**src/rtl/apb_master.sv**
```systemverilog
// -----------------------------------------------------------------------------
// apb_master
//
// APB requester. Accepts one single-word command at a time from a local
// valid/ready command port, runs it as an APB SETUP + ACCESS transfer against
// a single slave, and returns read data / error status on a valid/ready
// response port. Slave wait states are honoured through i_pready. An ACCESS
// phase that stays un-ready for TIMEOUT edges is aborted with a timeout error.
//
// Parameters
//   DW       data width of PWDATA / PRDATA
//   AW       address width (APB allows up to 32)
//   TIMEOUT  ACCESS-phase edges with i_pready low before abort (0 = never)
//
// Ports
//   i_clk, i_reset_n          clock, async active-low reset
//   i_cmd_valid / o_cmd_ready command handshake
//   i_cmd_write, i_cmd_addr,  command fields (1 = write)
//   i_cmd_wdata
//   o_rsp_valid / i_rsp_ready response handshake
//   o_rsp_rdata               read data (0 for writes and timeouts)
//   o_rsp_err                 PSLVERR seen or timeout
//   o_rsp_timeout             transfer aborted by timeout
//   o_paddr, o_pwrite, o_psel,
//   o_penable, o_pwdata       APB requester outputs (all registered)
//   i_prdata, i_pready,
//   i_pslverr                 APB completer inputs
//
// State table
//   state    | meaning
//   ---------+-----------------------------------------------------------
//   S_IDLE   | ready for a command, APB bus idle
//   S_SETUP  | PSEL high, PENABLE low, one cycle
//   S_ACCESS | PSEL and PENABLE high, waiting for PREADY or timeout
//   S_RESP   | bus idle, response held until the consumer takes it
// -----------------------------------------------------------------------------
module apb_master #(
    parameter int DW      = 32,
    parameter int AW      = 32,
    parameter int TIMEOUT = 16
) (
    input  logic          i_clk,
    input  logic          i_reset_n,

    input  logic          i_cmd_valid,
    output logic          o_cmd_ready,
    input  logic          i_cmd_write,
    input  logic [AW-1:0] i_cmd_addr,
    input  logic [DW-1:0] i_cmd_wdata,

    output logic          o_rsp_valid,
    input  logic          i_rsp_ready,
    output logic [DW-1:0] o_rsp_rdata,
    output logic          o_rsp_err,
    output logic          o_rsp_timeout,

    output logic [AW-1:0] o_paddr,
    output logic          o_pwrite,
    output logic          o_psel,
    output logic          o_penable,
    output logic [DW-1:0] o_pwdata,
    input  logic [DW-1:0] i_prdata,
    input  logic          i_pready,
    input  logic          i_pslverr
);

    // A zero TIMEOUT still gets a one-bit counter so the logic stays legal;
    // it simply saturates and never triggers an abort.
    localparam int CW = (TIMEOUT > 0) ? $clog2(TIMEOUT + 1) : 1;

    typedef enum logic [1:0] {
        S_IDLE   = 2'd0,
        S_SETUP  = 2'd1,
        S_ACCESS = 2'd2,
        S_RESP   = 2'd3
    } state_t;

    state_t        state_q;
    logic [CW-1:0] wait_cnt_q;
    logic          timeout_hit;
    logic          cnt_sat;

    // Only o_cmd_ready is combinational; everything else leaves a flop.
    assign o_cmd_ready = (state_q == S_IDLE);

    // The abort fires on the edge that would take the count to TIMEOUT,
    // i.e. on the TIMEOUT-th low-PREADY ACCESS edge.
    generate
        if (TIMEOUT > 0) begin : g_timeout
            assign timeout_hit = (wait_cnt_q == CW'(TIMEOUT - 1));
        end else begin : g_no_timeout
            assign timeout_hit = 1'b0;
        end
    endgenerate

    assign cnt_sat = (wait_cnt_q == {CW{1'b1}});

    always_ff @(posedge i_clk or negedge i_reset_n) begin
        if (!i_reset_n) begin
            state_q       <= S_IDLE;
            wait_cnt_q    <= '0;
            o_paddr       <= '0;
            o_pwrite      <= 1'b0;
            o_pwdata      <= '0;
            o_psel        <= 1'b0;
            o_penable     <= 1'b0;
            o_rsp_valid   <= 1'b0;
            o_rsp_rdata   <= '0;
            o_rsp_err     <= 1'b0;
            o_rsp_timeout <= 1'b0;
        end else begin
            case (state_q)
                S_IDLE: begin
                    if (i_cmd_valid) begin
                        o_paddr    <= i_cmd_addr;
                        o_pwrite   <= i_cmd_write;
                        o_pwdata   <= i_cmd_wdata;
                        o_psel     <= 1'b1;
                        o_penable  <= 1'b0;
                        wait_cnt_q <= '0;
                        state_q    <= S_SETUP;
                    end
                end

                S_SETUP: begin
                    o_penable <= 1'b1;
                    state_q   <= S_ACCESS;
                end

                S_ACCESS: begin
                    // PREADY is checked first so a completion on the abort
                    // edge is reported as a normal transfer.
                    if (i_pready) begin
                        o_rsp_rdata   <= o_pwrite ? '0 : i_prdata;
                        o_rsp_err     <= i_pslverr;
                        o_rsp_timeout <= 1'b0;
                        o_rsp_valid   <= 1'b1;
                        o_psel        <= 1'b0;
                        o_penable     <= 1'b0;
                        state_q       <= S_RESP;
                    end else if (timeout_hit) begin
                        o_rsp_rdata   <= '0;
                        o_rsp_err     <= 1'b1;
                        o_rsp_timeout <= 1'b1;
                        o_rsp_valid   <= 1'b1;
                        o_psel        <= 1'b0;
                        o_penable     <= 1'b0;
                        wait_cnt_q    <= wait_cnt_q + CW'(1);
                        state_q       <= S_RESP;
                    end else if (!cnt_sat) begin
                        wait_cnt_q <= wait_cnt_q + CW'(1);
                    end
                end

                S_RESP: begin
                    if (i_rsp_ready) begin
                        o_rsp_valid <= 1'b0;
                        state_q     <= S_IDLE;
                    end
                end

                default: begin
                    state_q   <= S_IDLE;
                    o_psel    <= 1'b0;
                    o_penable <= 1'b0;
                end
            endcase
        end
    end

endmodule

```
**config.mk**
```make
export PLATFORM = sky130hd
export DESIGN_NAME = apb_master
export DESIGN_NICKNAME = d
export VERILOG_FILES = /design/src/rtl/apb_master.sv
export SDC_FILE = /design/constraint.sdc
export NUM_CORES = 1
export LEC_CHECK = 0
export ABC_AREA = 1
export BUFFER_PORTS_ARGS = -buffer_cell sky130_fd_sc_hd__buf_2
export CELL_PAD_IN_SITES_DETAIL_PLACEMENT = 0
export CELL_PAD_IN_SITES_GLOBAL_PLACEMENT = 1
export CORE_UTILIZATION = 30
export CTS_CLUSTER_SIZE = 14
export DETAILED_ROUTE_END_ITERATION = 12
export PLACE_DENSITY_LB_ADDON = 0.1
export SLEW_MARGIN = 0
export SYNTH_ARGS = -nofsm -noshare
export SYNTH_HDL_FRONTEND = slang
export SYNTH_SLANG_ARGS = --single-unit
```
**constraint.sdc**
```tcl
create_clock -name i_clk -period 1.9 [get_ports i_clk]
set_clock_uncertainty 0.05 [all_clocks]
set_input_delay 0.095 -clock i_clk [delete_from_list [all_inputs] [get_ports i_clk]]
set_output_delay 0.095 -clock i_clk [all_outputs]
set_load 0.05 [all_outputs]
```
==> flow_metrics.tcl <==
set metrics [dict create \
    coreArea_um2 14500 \
    maxCapViolCount 0 \
    drtIter0Drc 182 \
    cts.sinks 109 \
    grt_first_pass_wirelength_mm 19.3 \
    power_frac_comb_pct 55.9 \
    finalSetupTns_ns 0 \
    whs_path_depth 4 \
    fmax_mhz 579 \
    p_leak_nw 3.93 \
    drc_errors 0 \
    clkTransAtPathRegs_ns 0.07 \
    p_total_mw 13.0 \
    place.gp.congestion 0.740 \
    overflow 0 \
    worstSetupPathType "register to register" \
    nets 905 \
    wl_per_cell_um 12.7 \
    layout-drive-gt1-share_pct 29.9 \
    setup_violations 0 \
    cts_made_buffers 9 \
    viasPerCell 4.15 \
    synthesis.area_um2 4420 \
    dr_total_vias 4081 \
    hold_class "primary input to register" \
    rsz0062_at_grt "false" \
    die_w_um 123 \
    avgSynthCellArea_um2 8.99 \
    cts_tree "yes" \
    die_area_um2 15200 \
    drtAntennaViolNets 0 \
    htree_levels 3 \
    ios 206 \
    peakVddDrop_mv 0.850 \
    synth_nets 602 \
    drt-total-wl_mm 12.5 \
    yosys_warnings 0 \
    fin_crit_sh_pct 90.8 \
    seqPwrFrac_pct 30.4 \
    grt_usage_pct 16.7 \
    drt_pass1_iterations 4 \
    placed_cells 869 \
    syn_to_final_growth_pct 57.0 \
    cts_buffer_depth 2 \
    antenna_found_initial 0 \
    clk_latency_ns 0.34 \
    port_buffers 205 \
    ys_types 23 \
    ys_ff_latch 109 \
    layout_setup_ws_ns 0.174 \
    die_h_um 123 \
    worstPathArrival_ns 1.90 \
    post_cts.repair.setup_buffers 0 \
    final_common_cell "nand2_1" \
    grt_pass1_vias 3936 \
    ys_seq_area_share_pct 61.7 \
    hold_viol 0 \
    fin_util_pct 47.9 \
    status "completed" \
    reg2reg_depth 8 \
    final_cells 984 \
    start_util_pct 30.5 \
    post-place-ws_ns 0.117 \
    finalCriticalPeriod_ns 1.73 \
    synthesis.instances 492 \
    p_switching_mw 6.96 \
    powerDensity_nw_per_um2 1880 \
    crit_path_start_kind "register" \
    worst_slew_pin_slew_ns 0.465 \
    num_rows 44 \
    drv_slew 0 \
    grt_start_max_net_pins 62 \
    slew_headroom_pct 69.0 \
    diodes 0 \
    p_int_mw 6.06 \
    swShare_pct 53.5 \
    dp_hpwl_mm 8.25 \
    clkPwrFrac_pct 13.7 \
    layout_common_cells "nand2_1, buf_2, dfrtp_1, dlygate4sd3_1, inv_1" \
    cp_max_fo 8 \
    end_kind "register" \
    crit_required_ns 2.07 \
    cts_root_buf "clkbuf_16" \
]
==> timing repair <==
item,CTS,global route
endpoints found under the hold margin,124,0
hold buffers,99,0
resized for setup,0,4
endpoints found under the setup margin,0,40
==> worst max-delay path, stage by stage (launching register included) <==
cell and delay (ns):
dfrtp_1 0.42, ha_1 0.22, nand2_1 0.09, nor2_2 0.05
ha_1 0.16, o21ai_0 0.27, nand2_2 0.17, nand2_1 0.08
o21ai_0 0.08
==> state kept, by name (all words and copies together) (netlist names) <==
register and count:
o_paddr 32, o_pwdata 32, o_rsp_rdata 32, wait_cnt_q 5
state_q 2, o_penable 1, o_psel 1, o_pwrite 1
o_rsp_err 1, o_rsp_timeout 1, o_rsp_valid 1
==> power groups by stage <==
stage / clock [mW] / combinational, mW / sequential, mW
after floorplan: 0 / 1.74 / 7.60
after global placement: 0 / 7.10 / 3.96
after detailed placement: 0 / 7.14 / 3.99
after CTS: 1.87 / 7.32 / 3.96
after global routing: 1.95 / 7.81 / 4.11
final: 1.78 / 7.28 / 3.96
==> routing by layer <==
layer	vias to the layer above	part of all wire, %	GRT usage, %
li1	2092	-	-
met1	1843	45	21.5
met2	131	47	26.5
met3	15	6.1	5.21
met4	0	1.9	5.57
met5	-	0	0
==> Yosys cell counts <==
cell type | instances | share of area (%)
o21ai_1 | 3 | 0.34
o21bai_1 | 1 | 0.17
a21oi_4 | 1 | 0.37
nand2_1 | 212 | 18
a21oi_1 | 1 | 0.11
inv_1 | 77 | 6.5
and2_1 | 1 | 0.14
or2_2 | 1 | 0.14
buf_4 | 10 | 1.7
inv_2 | 2 | 0.17
buf_2 | 10 | 1.1
ha_1 | 7 | 2.0
nand2_2 | 2 | 0.28
nor2_1 | 3 | 0.25
o22ai_1 | 32 | 4.5
dfrtp_1 | 109 | 62
nand4_1 | 1 | 0.14
o21ai_2 | 1 | 0.20
nand3b_1 | 1 | 0.17
clkbuf_1 | 1 | 0.085
o211ai_1 | 1 | 0.17
o21ai_0 | 8 | 0.91
nand3_1 | 7 | 0.79
==> cell type report <==
class	count	area (um2)
Fill cell	1384	7540
Tap cell	184	230
Sequential cell	109	2730
Multi-Input combinational cell	283	1280
Clock buffer	12	256
Timing Repair Buffer	313	2130
Clock inverter	4	22.5
Inverter	79	297
==> through the flow <==
stage | hold WS [ns] | cell area (um2)
6_report | 0.0917 | 6940
5_1_grt | 0.0902 | 6940
2_1_floorplan | -0.251 | 4420
3_5_place_dp | 0.00282 | 5660
4_1_cts | 0.0631 | 6930
3_3_place_gp | -0.000761 | 5660
==> cell families (layout without fill, tap and decap cells) <==
logic type	after synthesis	after routing	share of synthesized area (%)
compound gates	48	48	6.79
fa+ha+maj	7	7	1.98
buf+inv	100	408	9.62
flops	109	109	61.7
simple gates	228	228	19.9
==> worst paths after layout <==
kind | startpoint | to | slack [ns]
max in group asynchronous | i_reset_n | o_paddr[6] | 0.97
worst max register to register | wait_cnt_q[0] | wait_cnt_q[4] | 0.17
min in group asynchronous | i_reset_n | o_rsp_rdata[20] | 0.18
worst min register to register | o_paddr[13] | o_paddr[13] | 0.42
worst min-delay path | i_cmd_valid | o_paddr[22] | 0.09
worst max-delay path | wait_cnt_q[0] | wait_cnt_q[4] | 0.17
(Power assumes the default switching activity.)
